**config.mk**
```make
export PLATFORM = sky130hd
export DESIGN_NAME = local_injector_flat
export DESIGN_NICKNAME = d
export VERILOG_FILES = /design/src/rtl/noc_params.sv /design/src/rtl/router2router.sv /design/src/rtl/inj_vc_select.sv /design/src/rtl/local_injector.sv /design/src/flat_wrapper.sv
export SDC_FILE = /design/constraint.sdc
export NUM_CORES = 1
export LEC_CHECK = 0
export ABC_CLOCK_PERIOD_IN_PS = 5300
export CORE_AREA = 2 2 83 85
export DETAILED_ROUTE_END_ITERATION = 16
export DIE_AREA = 0 0 85 87
export GPL_TIMING_DRIVEN = 0
export HOLD_SLACK_MARGIN = 0.15
export PLACE_DENSITY = 0.73
export SYNTH_ARGS = -nofsm -noshare
export SYNTH_HDL_FRONTEND = slang
export SYNTH_SLANG_ARGS = --single-unit
```
**constraint.sdc**
```tcl
create_clock -name clk -period 5.3 [get_ports clk]
set_input_delay 1.06 -clock clk [delete_from_list [all_inputs] [get_ports clk]]
set_output_delay 1.06 -clock clk [all_outputs]
set_load 0.05 [all_outputs]
```
**src/rtl/noc_params.sv**
```systemverilog
// Shared NoC parameters and types: mesh geometry, VC count, flit layout,
// and the local injector FSM state encoding.
package noc_params;

    localparam int MESH_SIZE_X      = 3;
    localparam int MESH_SIZE_Y      = 3;
    localparam int DEST_ADDR_SIZE_X = $clog2(MESH_SIZE_X);
    localparam int DEST_ADDR_SIZE_Y = $clog2(MESH_SIZE_Y);
    localparam int VC_NUM           = 4;
    localparam int VC_SIZE          = $clog2(VC_NUM);
    localparam int FLIT_DATA_SIZE   = 16;

    typedef enum logic [1:0] {
        HEAD     = 2'd0,
        BODY     = 2'd1,
        TAIL     = 2'd2,
        HEADTAIL = 2'd3
    } flit_label_t;

    typedef struct packed {
        flit_label_t               flit_label;
        logic [VC_SIZE-1:0]        vc_id;
        logic [FLIT_DATA_SIZE-1:0] payload;
    } flit_t;

    typedef enum logic [1:0] {
        INJ_IDLE  = 2'd0,
        INJ_ALLOC = 2'd1,
        INJ_SEND  = 2'd2
    } inj_state_t;

    // Head payload, low bits upward: dst_y, dst_x, src_y, src_x; zero above.
    function automatic logic [FLIT_DATA_SIZE-1:0] head_payload(
        input logic [DEST_ADDR_SIZE_X-1:0] src_x,
        input logic [DEST_ADDR_SIZE_Y-1:0] src_y,
        input logic [DEST_ADDR_SIZE_X-1:0] dst_x,
        input logic [DEST_ADDR_SIZE_Y-1:0] dst_y
    );
        return FLIT_DATA_SIZE'({src_x, src_y, dst_x, dst_y});
    endfunction

endpackage

```
**src/rtl/router2router.sv**
```systemverilog
// Router-to-router link: flit plus valid downstream, per-VC on/off credit
// and allocatable flags upstream.
interface router2router;
    import noc_params::*;

    flit_t               data;
    logic                is_valid;
    logic [VC_NUM-1:0]   is_on_off;
    logic [VC_NUM-1:0]   is_allocatable;

    modport upstream (
        output data,
        output is_valid,
        input  is_on_off,
        input  is_allocatable
    );

    modport downstream (
        input  data,
        input  is_valid,
        output is_on_off,
        output is_allocatable
    );
endinterface

```
**src/rtl/inj_vc_select.sv**
```systemverilog
// Fixed-priority downstream VC picker: lowest-index VC that is allocatable
// and not already claimed by a recently issued head.
module inj_vc_select
    import noc_params::*;
(
    input  logic [VC_NUM-1:0]  i_allocatable,
    input  logic [VC_NUM-1:0]  i_pending,
    output logic               o_valid,
    output logic [VC_SIZE-1:0] o_vc
);

    logic [VC_NUM-1:0] w_eligible;

    assign w_eligible = i_allocatable & ~i_pending;
    assign o_valid    = |w_eligible;

    // Scan high to low so the lowest eligible index is the last one written.
    always_comb begin
        o_vc = '0;
        for (int v = VC_NUM - 1; v >= 0; v--) begin
            if (w_eligible[v]) begin
                o_vc = VC_SIZE'(v);
            end
        end
    end

endmodule

```
**src/rtl/local_injector.sv**
```systemverilog
// Packet-source endpoint driving a router LOCAL port: request -> VC pick -> flits.
// Define LOCAL_INJECTOR_STATS_EN to build the flit/packet/stall counters.
module local_injector
    import noc_params::*;
#(
    parameter int X_CURRENT = MESH_SIZE_X / 2,
    parameter int Y_CURRENT = MESH_SIZE_Y / 2,
    parameter int LEN_W     = 4,
    parameter int CNT_W     = 16
) (
    input  logic                        clk,
    input  logic                        rst,
    router2router.upstream              router_if_up,
    input  logic                        pkt_valid_i,
    output logic                        pkt_ready_o,
    input  logic [DEST_ADDR_SIZE_X-1:0] pkt_dest_x_i,
    input  logic [DEST_ADDR_SIZE_Y-1:0] pkt_dest_y_i,
    input  logic [LEN_W-1:0]            pkt_len_i,
    input  logic [7:0]                  pkt_id_i,
    output logic                        dest_err_o,
    output logic [CNT_W-1:0]            flits_sent_o,
    output logic [CNT_W-1:0]            pkts_sent_o,
    output logic [CNT_W-1:0]            stall_cycles_o,
    output inj_state_t                  dbg_state_o
);

    localparam logic [DEST_ADDR_SIZE_X-1:0] SRC_X = DEST_ADDR_SIZE_X'(X_CURRENT);
    localparam logic [DEST_ADDR_SIZE_Y-1:0] SRC_Y = DEST_ADDR_SIZE_Y'(Y_CURRENT);

    inj_state_t                  r_state;
    inj_state_t                  w_next_state;
    logic                        r_rst_done;
    logic                        r_dest_err;
    logic [DEST_ADDR_SIZE_X-1:0] r_dest_x;
    logic [DEST_ADDR_SIZE_Y-1:0] r_dest_y;
    logic [LEN_W-1:0]            r_len;
    logic [7:0]                  r_id;
    logic [LEN_W-1:0]            r_k;
    logic [VC_SIZE-1:0]          r_cur_vc;
    logic [VC_NUM-1:0]           r_pending;
    flit_t                       r_flit;
    logic                        r_valid;

    logic                        w_accept;
    logic                        w_dest_bad;
    logic [LEN_W-1:0]            w_len_fix;
    logic                        w_sel_valid;
    logic [VC_SIZE-1:0]          w_sel_vc;
    logic                        w_on_off;
    logic                        w_issue;
    logic                        w_last;
    logic [VC_NUM-1:0]           w_head_mask;
    flit_t                       w_flit;

    inj_vc_select u_vc_select (
        .i_allocatable (router_if_up.is_allocatable),
        .i_pending     (r_pending),
        .o_valid       (w_sel_valid),
        .o_vc          (w_sel_vc)
    );

    // Ready is held low for the first edge after reset release.
    assign pkt_ready_o = (r_state == INJ_IDLE) && r_rst_done;
    assign w_accept    = pkt_valid_i && pkt_ready_o;
    assign w_dest_bad  = ({1'b0, pkt_dest_x_i} >= (DEST_ADDR_SIZE_X + 1)'(MESH_SIZE_X)) ||
                         ({1'b0, pkt_dest_y_i} >= (DEST_ADDR_SIZE_Y + 1)'(MESH_SIZE_Y));
    assign w_len_fix   = (pkt_len_i == '0) ? LEN_W'(1) : pkt_len_i;
    assign w_on_off    = router_if_up.is_on_off[r_cur_vc];
    assign w_last      = (r_k == r_len - LEN_W'(1));
    assign w_head_mask = (w_issue && (r_k == '0)) ? (VC_NUM'(1) << r_cur_vc) : '0;

    always_comb begin
        w_next_state = r_state;
        w_issue      = 1'b0;
        case (r_state)
            INJ_IDLE: begin
                if (w_accept && !w_dest_bad) begin
                    w_next_state = INJ_ALLOC;
                end
            end
            INJ_ALLOC: begin
                if (w_sel_valid) begin
                    w_next_state = INJ_SEND;
                end
            end
            INJ_SEND: begin
                if (w_on_off) begin
                    w_issue = 1'b1;
                    if (w_last) begin
                        w_next_state = INJ_IDLE;
                    end
                end
            end
            default: w_next_state = INJ_IDLE;
        endcase
    end

    always_comb begin
        w_flit         = '0;
        w_flit.vc_id   = r_cur_vc;
        w_flit.payload = FLIT_DATA_SIZE'({r_id, r_k});
        if (r_len == LEN_W'(1)) begin
            w_flit.flit_label = HEADTAIL;
        end else if (r_k == '0) begin
            w_flit.flit_label = HEAD;
        end else if (w_last) begin
            w_flit.flit_label = TAIL;
        end else begin
            w_flit.flit_label = BODY;
        end
        if ((w_flit.flit_label == HEAD) || (w_flit.flit_label == HEADTAIL)) begin
            w_flit.payload = head_payload(SRC_X, SRC_Y, r_dest_x, r_dest_y);
        end
    end

    always_ff @(posedge clk or posedge rst) begin
        if (rst) begin
            r_state    <= INJ_IDLE;
            r_rst_done <= 1'b0;
            r_dest_err <= 1'b0;
            r_dest_x   <= '0;
            r_dest_y   <= '0;
            r_len      <= '0;
            r_id       <= '0;
            r_k        <= '0;
            r_cur_vc   <= '0;
            r_pending  <= '0;
            r_flit     <= '0;
            r_valid    <= 1'b0;
        end else begin
            r_state    <= w_next_state;
            r_rst_done <= 1'b1;
            r_dest_err <= w_accept && w_dest_bad;
            if (w_accept && !w_dest_bad) begin
                r_dest_x <= pkt_dest_x_i;
                r_dest_y <= pkt_dest_y_i;
                r_len    <= w_len_fix;
                r_id     <= pkt_id_i;
            end
            if ((r_state == INJ_ALLOC) && w_sel_valid) begin
                r_cur_vc <= w_sel_vc;
                r_k      <= '0;
            end else if (w_issue) begin
                r_k <= r_k + LEN_W'(1);
            end
            // A VC stays claimed until the router drops its allocatable flag.
            r_pending <= (r_pending & router_if_up.is_allocatable) | w_head_mask;
            r_valid   <= w_issue;
            if (w_issue) begin
                r_flit <= w_flit;
            end
        end
    end

    assign router_if_up.data     = r_flit;
    assign router_if_up.is_valid = r_valid;
    assign dest_err_o            = r_dest_err;
    assign dbg_state_o           = r_state;

`ifdef LOCAL_INJECTOR_STATS_EN
    logic [CNT_W-1:0] r_flits_sent;
    logic [CNT_W-1:0] r_pkts_sent;
    logic [CNT_W-1:0] r_stall_cycles;
    logic             w_stall;

    assign w_stall = ((r_state == INJ_ALLOC) && !w_sel_valid) ||
                     ((r_state == INJ_SEND) && !w_on_off);

    always_ff @(posedge clk or posedge rst) begin
        if (rst) begin
            r_flits_sent   <= '0;
            r_pkts_sent    <= '0;
            r_stall_cycles <= '0;
        end else begin
            if (w_issue) begin
                r_flits_sent <= r_flits_sent + CNT_W'(1);
            end
            if (w_issue && w_last) begin
                r_pkts_sent <= r_pkts_sent + CNT_W'(1);
            end
            if (w_stall) begin
                r_stall_cycles <= r_stall_cycles + CNT_W'(1);
            end
        end
    end

    assign flits_sent_o   = r_flits_sent;
    assign pkts_sent_o    = r_pkts_sent;
    assign stall_cycles_o = r_stall_cycles;
`else
    assign flits_sent_o   = '0;
    assign pkts_sent_o    = '0;
    assign stall_cycles_o = '0;
`endif

endmodule

```
**src/flat_wrapper.sv**
```systemverilog
// flat-port wrapper written by rule: the top's interface ports become plain ports
module local_injector_flat import noc_params::*;
#(
    parameter int X_CURRENT = MESH_SIZE_X / 2,
    parameter int Y_CURRENT = MESH_SIZE_Y / 2,
    parameter int LEN_W     = 4,
    parameter int CNT_W     = 16
)
  (clk, rst, pkt_valid_i, pkt_ready_o, pkt_dest_x_i, pkt_dest_y_i, pkt_len_i, pkt_id_i, dest_err_o, flits_sent_o, pkts_sent_o, stall_cycles_o, dbg_state_o, router_if_up_data, router_if_up_is_valid, router_if_up_is_on_off, router_if_up_is_allocatable);
  router2router router_if_up_i ();
  input  logic clk;
  input  logic rst;
  input  logic pkt_valid_i;
  output logic pkt_ready_o;
  input  logic [DEST_ADDR_SIZE_X-1:0] pkt_dest_x_i;
  input  logic [DEST_ADDR_SIZE_Y-1:0] pkt_dest_y_i;
  input  logic [LEN_W-1:0] pkt_len_i;
  input  logic [7:0] pkt_id_i;
  output logic dest_err_o;
  output logic [CNT_W-1:0] flits_sent_o;
  output logic [CNT_W-1:0] pkts_sent_o;
  output logic [CNT_W-1:0] stall_cycles_o;
  output inj_state_t dbg_state_o;
  output wire logic [$bits(router_if_up_i.data)-1:0] router_if_up_data;
  output wire logic [$bits(router_if_up_i.is_valid)-1:0] router_if_up_is_valid;
  input wire logic [$bits(router_if_up_i.is_on_off)-1:0] router_if_up_is_on_off;
  input wire logic [$bits(router_if_up_i.is_allocatable)-1:0] router_if_up_is_allocatable;
  assign router_if_up_data = router_if_up_i.data;
  assign router_if_up_is_valid = router_if_up_i.is_valid;
  assign router_if_up_i.is_on_off = router_if_up_is_on_off;
  assign router_if_up_i.is_allocatable = router_if_up_is_allocatable;
  local_injector #(.X_CURRENT(X_CURRENT), .Y_CURRENT(Y_CURRENT), .LEN_W(LEN_W), .CNT_W(CNT_W)) u_core (.clk(clk), .rst(rst), .router_if_up(router_if_up_i), .pkt_valid_i(pkt_valid_i), .pkt_ready_o(pkt_ready_o), .pkt_dest_x_i(pkt_dest_x_i), .pkt_dest_y_i(pkt_dest_y_i), .pkt_len_i(pkt_len_i), .pkt_id_i(pkt_id_i), .dest_err_o(dest_err_o), .flits_sent_o(flits_sent_o), .pkts_sent_o(pkts_sent_o), .stall_cycles_o(stall_cycles_o), .dbg_state_o(dbg_state_o));
endmodule
```
### Word-level counts from Yosys, hierarchy flattened

Cells that the tools add are included.

| storage, ports and cells | value |
|---|---|
| register bits | 51 |
| bits in latches | 0 |
| memory bits (writable) | 0 |
| bits in read-only memories | 0 |
| output and inout bits | 73 |
| word-level logic and storage cells | 70 |
| memories kept | 0 |

| operators by class | value |
|---|---|
| add/subtract/negate cells | 2 |
| multiply operators | 0 |
| divide/modulo/power cells | 0 |
| $lt $le $gt $ge | 3 |
| equality and inequality tests | 9 |
| shift operators | 1 |
| mux-type cells | 21 |
| bitwise gates (word level) | 4 |
| reductions and logical operators | 16 |

Operators with widths:

| operator | count |
|---|---|
| 2-bit 2-to-1 mux | 11 |
| 4-bit 2-to-1 mux | 4 |
| 12-bit 2-to-1 mux | 1 |
| 4-bit AND | 2 |
| 4-bit zero test | 2 |
| 1-bit logical AND | 6 |
| 2-bit by 1-bit != test with 1-bit output (second input constant) | 3 |
| 2-bit one-hot mux with 3 select lines | 1 |
| 4-bit by 1-bit adder with 4-bit output (second input constant) | 1 |
| 2-bit equality test (second input constant) | 2 |
| 4-bit by 1-bit equality test with 1-bit output (second input constant) | 1 |
| 4-bit equality test | 1 |
| 2-bit >= comparator (second input constant) | 2 |
| 2-bit zero test | 2 |
| 4-bit NOT | 1 |
| 4-bit bitwise OR | 1 |
| 4-bit AND reduction | 1 |
| 4-bit OR reduction | 1 |
| 1-bit by 2-bit left shift with 4-bit output (first input constant) | 1 |
| 4-bit by 1-bit subtractor with 4-bit output (second input constant) | 1 |
| 2-bit by 3-bit less-than comparator with 1-bit output (second input constant) | 1 |
| 1-bit 2-to-1 mux | 3 |
| 1-bit binary-select mux with 2-bit select | 1 |
| 2-bit by 1-bit equality test with 1-bit output (second input constant) | 1 |
| other kinds (4) | 5 |

### Depth between registers and ports, before layout

Gate-level depths: netlist of the first run.

| logic depth | value |
|---|---|
| word-level depth | 8 |
| mapped depth | 7 |
| gate-level depth less buffers | 6 |

### By module

A second synthesis of the first run with hierarchy kept.

| second synthesis, totals | value |
|---|---|
| cells, all modules | 250 |
| area total of the unflattened synthesis | 2,576.2 um^2 |

By module, submodules not included:

| module | times used | cells an instance | area each (um^2) | seq. area each (um^2) |
|---|---|---|---|---|
| local_injector | 1 | 239 | 2,483.6 | 1,176.1 |
| inj_vc_select | 1 | 11 | 92.6 | 0.0 |

### Least setup slack after synthesis of the first run

No wires, ideal clock.

| timing path | value |
|---|---|
| kind | reg-to-output |
| from | register u_core.r_state[1] (netlist: u_core.dbg_state_o[1]) |
| to | output pkt_ready_o |
| arrival | 1.968 ns |
| data required time | 4.240 ns |
| path slack | 2.272 ns |
| cell stages (with the launch flop) | 2 |
| path buffers | 0 |
| cells stage by stage | dfrtp_1 > nor3b_1 |

| between the ends | value |
|---|---|
| word-level cells in the longest chain between the ends | 2 |

Ends and longest elaborated chain:

| item | line | text |
|---|---|---|
| from (decl) | local_injector.sv:30 | `inj_state_t r_state;` |
| from (signal assigned) | local_injector.sv:131 | `r_state <= w_next_state;` |
| 2-bit zero test | local_injector.sv:63 | `assign pkt_ready_o = (r_state == INJ_IDLE) && r_rst_done;` |
| 1-bit logical AND | local_injector.sv:63 |  |
| to (decl) | flat_wrapper.sv:14 | `output logic pkt_ready_o;` |

No other way between the ends.

### Worst setup path in the final report of the first run

Same ends and word-level chain as after synthesis.

==> results of run 1 <==
[per-stage QoR]
step / power (mW) / setup slack [ns] / area (um^2)
6_report: 1.82 / 2.13 / 3420
5_1_grt: 1.94 / 1.99 / 3420
4_1_cts: 1.84 / 2.07 / 3420
3_3_place_gp: 1.53 / 2.22 / 3290
3_5_place_dp: 1.56 / 2.42 / 3310
2_1_floorplan: 1.30 / 2.27 / 2720
[cell usage in the layout (no fill, tap or decap), types with 2 or more instances in the layout]
cell,n
sky130_fd_sc_hd__nor3b_1,2
sky130_fd_sc_hd__or3_1,2
sky130_fd_sc_hd__xor2_1,2
sky130_fd_sc_hd__buf_2,3
sky130_fd_sc_hd__a21oi_1,6
sky130_fd_sc_hd__mux2_2,16
sky130_fd_sc_hd__nor2b_1,2
sky130_fd_sc_hd__inv_1,10
sky130_fd_sc_hd__clkdlybuf4s50_1,47
sky130_fd_sc_hd__conb_1,53
sky130_fd_sc_hd__mux2i_1,4
sky130_fd_sc_hd__dfrtp_1,47
sky130_fd_sc_hd__xnor2_1,3
sky130_fd_sc_hd__clkbuf_1,2
sky130_fd_sc_hd__or3b_1,2
sky130_fd_sc_hd__buf_4,52
sky130_fd_sc_hd__nor3_1,4
sky130_fd_sc_hd__nand3_1,9
sky130_fd_sc_hd__a22o_1,2
sky130_fd_sc_hd__nand2b_1,5
sky130_fd_sc_hd__nand2_1,23
sky130_fd_sc_hd__ha_1,4
sky130_fd_sc_hd__clkbuf_8,5
sky130_fd_sc_hd__nor2_1,11
sky130_fd_sc_hd__a31oi_1,3
sky130_fd_sc_hd__a221oi_1,2
sky130_fd_sc_hd__o21ai_0,11
sky130_fd_sc_hd__nand4_1,2
[layer usage]
layer,part of all wire (%),up-vias,track usage (%)
li1,-,939,-
met1,44,843,17.1
met2,48,69,22.9
met3,7.4,3,4.17
met4,0.71,0,3.46
met5,0,-,0
[synthesized netlist by cell type (all sizes together) (3+ instances only)]
| master | number |
|---|---|
| buf | 56 |
| dfrtp | 47 |
| nand2 | 23 |
| mux2 | 16 |
| inv | 11 |
| nor2 | 11 |
| o21ai | 11 |
| nand3 | 10 |
| a21oi | 6 |
| nand2b | 5 |
| ha | 4 |
| mux2i | 4 |
| nor3 | 4 |
| a31oi | 3 |
| or3b | 3 |
| xnor2 | 3 |
[power by group]
group | internal (mW) | switching, mW
clock network | 0.143 | 0.130
logic | 0.358 | 0.575
registers | 0.505 | 0.109
total | 1.01 | 0.815
[worst max path at each step]
stage                           from                end  slack, ns  cells after the start
3_3_place_gp                     rst  u_core.dest_err_o       2.22                      2
2_1_floorplan  u_core.dbg_state_o[1]        pkt_ready_o       2.27                      1
4_1_cts        u_core.dbg_state_o[1]        pkt_ready_o       2.07                      2
6_report       u_core.dbg_state_o[1]        pkt_ready_o       2.13                      2
5_1_grt        u_core.dbg_state_o[1]        pkt_ready_o       1.99                      2
3_5_place_dp   u_core.dbg_state_o[1]        pkt_ready_o       2.42                      2
[worst max-delay path, cell delays in order, from the launching register on]
cell and delay [ns]:
sky130_fd_sc_hd__dfrtp_1 0.44, sky130_fd_sc_hd__nor3b_1 0.46, sky130_fd_sc_hd__clkdlybuf4s50_1 0.91
[cell families after synthesis]
group,synth area share [%]
buffers and inverters,18.6
and+or+nand+nor,13.5
DFF,46.6
AOI/OAI and AO/OA,7.73
muxes,8.72
xor gates and xnor gates,2.63
adders and majority gates,1.98
other,0.297
[registers in the layout, indices dropped and copies added, names as in the netlist]
name,flops
u_core.router_if_up.is_valid,1
u_core.dbg_state_o,2
u_core.r_pending,4
u_core.r_id,8
u_core.r_cur_vc,2
u_core.r_dest_y,2
u_core.router_if_up.data,16
u_core.r_rst_done,1
u_core.r_len,4
u_core.dest_err_o,1
u_core.r_dest_x,2
u_core.r_k,4
[final cells by class]
class                           count  area (um^2)  share of cell area (%)
Timing Repair Buffer               48          490                    14.3
Clock inverter                      3         47.5                    1.39
Inverter                           12         45.0                    1.32
Sequential cell                    47         1180                    34.4
Multi-Input combinational cell    182         1070                    31.3
Clock buffer                        5         68.8                    2.01
Tap cell                           80          100                    2.92
Buffer                             58          424                    12.4
==> impl_summary.txt, run 1 <==
----------------------------------------------------
[Detailed routing]
  Detailed Route Iter0 Violations ... 90
  Routed via count divided by cell count ... 4.26
  Post-route DRC violation count ... 0
  Vias after detailed routing ... 1854
  ANT nets after route ... 0
  Final routed wire length divided by cell count ... 11.6 um
  Aggregate routed wire length ... approximately 5.0 mm
  Number of optimization iterations in the first detailed-route pass ... 4

[Clocking]
  TritonCTS clock tree ... yes
  H-tree levels ... 2
  TritonCTS Buffers ... 5
  CTS clk-pin slew, worst paths ... 0.10 ns
  Source-to-sink clock delay at the later pin of the worst-skew pair ... around 0.31 ns
  Longest Clk Path Bufs ... 2
  Quantity of hold-fixing buffers added after cts ... 0
  Cts repair resizes ... 0
  CTS root buf ... sky130_fd_sc_hd__clkbuf_8
  Total setup buffers inserted after CTS ... 0
  CTS sink count ... 47

[Global route]
  Vias in the first global route ... ~1700
  Overall routing resource usage ... between 10% and 20%
  Maximum number of pins on one net before global-route repair ... 34
  Remaining global-route overflow ... 0
  Number of antenna violations at the first check in global routing ... 0
  Global-route wire length before repair ... around 7.9 mm

[Synth]
  Number of enable-type register cells in the synthesized netlist ... 0
  Proportion of netlist area held by the largest area contributor ... ~47%
  Mapped cell area ... between 2000 and 3000 um^2
  Flops & latches, synth ... 47
  Cell taking the most area after synthesis ... sky130_fd_sc_hd__dfrtp_1
  Leading cell types by total area after synthesis ... sky130_fd_sc_hd__dfrtp_1 (47%), sky130_fd_sc_hd__buf_4 (15%), sky130_fd_sc_hd__mux2_2 (7.1%), sky130_fd_sc_hd__nand2_1 (3.4%), sky130_fd_sc_hd__o21ai_0 (2.2%)
  Share of synthesized area occupied by flip-flops and latches ... a little under half
  Post-synthesis cell count ... approximately 250
  Average instance area after synthesis ... 10.2 um^2
  Number of distinct library cells after synthesis ... 42
  Count of synthesis-stage warnings from yosys ... 0
  Most instantiated flip-flop cell in the synthesis netlist ... sky130_fd_sc_hd__dfrtp_1
  Share of flip-flops with an asynchronous set or reset ... 100%

[Timing]
  Finish-stage setup viols ... 0
  Max frequency ... between 300 and 400 MHz
  Count of final hold-check violations ... 0
  Remaining max-slew budget at the tightest pin ... between 60% and 70%
  Final setup TNS ... 0 ns
  Pins over their slew limit ... 0
  Largest clock skew in the final design ... around 0.0074 ns
  Slew at the pin with the worst max-slew slack ... between 0.5 and 0.6 ns
  Final critical delay including setup and external delays ... between 3 and 4 ns
  Final worst-path cycle share ... between 50% and 60%
  Hold Slack ... roughly 0.47 ns
  Unrepaired setup endpoints after global routing ... false

[Die]
  Core Region ... between 6000 and 7000 um^2
  Vert. Die Dim ... 87 um
  Starting density of the core ... 38.4%
  # rows ... 30
  Die ar. ... roughly 7400 um^2
  IO Count ... 100
  Horizontal extent of the die ... about 85 um

[Worst setup path]
  Launch point of the worst reg-to-reg path ... u_core.r_cur_vc[1]
  Arrival time at the worst endpoint ... around 2.1 ns
  R2R Setup Slk ... ~3.3 ns
  Kind of capture point of the worst setup path ... output pin
  Crit Path Class ... flop to output pin
  Number of cells on the worst reg-to-reg path ... 7
  End of the worst register-to-register path ... u_core.router_if_up.data[1]
  Crit path max fanout ... 6
  Crit path required time ... between 4 and 5 ns
  Startpoint types ... flop

[Hold path]
  Number of cells on the worst hold path ... 2
  Hold-critical path endpoint ... u_core.router_if_up.data[9]
  Hold crit path type ... flop to flop
  Origin of the worst min-delay path ... u_core.router_if_up.data[9]

[Placed design]
  Port Buf Inserts ... 47
  Number of placed cells counting well taps ... approximately 430
  Last weighted congestion value of the routability-driven placer ... 0.749
  HPWL Detailed ... between 3 and 4 mm

[Status]
  Result of the run ... finished clean

[Finish]
  Area added between synthesis and finish ... 35.6%
  Final standard cell utilization of the core ... 52.1%
  Fraction of final layout cells with drive strength greater than 1 ... a little under a quarter
  Count of placed standard cells in the final layout, fillers left out ... roughly 440
  Filler cell count ... roughly 630
  Nets@finish ... around 390
  Total inserted antenna cells ... 0

[Power]
  Leakage power figure ... 1.70 nW
  Peak ir drop on the vdd network ... ~0.26 mV
  Power density cells ... about 530 nW/um^2

[Flow run]
  Number of maximum-capacitance violations ... 0

----------------------------------------------------
Power figures use the tool's default switching activity.
==> inputs of run 2 (changes only) <==
--- a/config.mk
+++ b/config.mk
@@ -5,7 +5,7 @@
 export SDC_FILE = /design/constraint.sdc
 export NUM_CORES = 1
 export LEC_CHECK = 0
-export ABC_CLOCK_PERIOD_IN_PS = 5300
+export ABC_CLOCK_PERIOD_IN_PS = 3200
 export CORE_AREA = 2 2 83 85
 export DETAILED_ROUTE_END_ITERATION = 16
 export DIE_AREA = 0 0 85 87
==> constraint.sdc (replaced) <==
create_clock -name clk -period 3.2 [get_ports clk]
set_input_delay 0.64 -clock clk [delete_from_list [all_inputs] [get_ports clk]]
set_output_delay 0.64 -clock clk [all_outputs]
set_load 0.05 [all_outputs]
==> results of run 2 <==
The final DEF is identical to that of run 1. Status: finished clean.
Main changes from that run: setup slack after placement 2.42 ns -> 0.741 ns; setup slack after layout 2.13 ns -> 0.447 ns; register-to-register setup slack 3.31 ns -> 1.21 ns; total power 1.82 mW -> 3.02 mW; worst IR drop on VDD 0.261 mV -> 0.432 mV
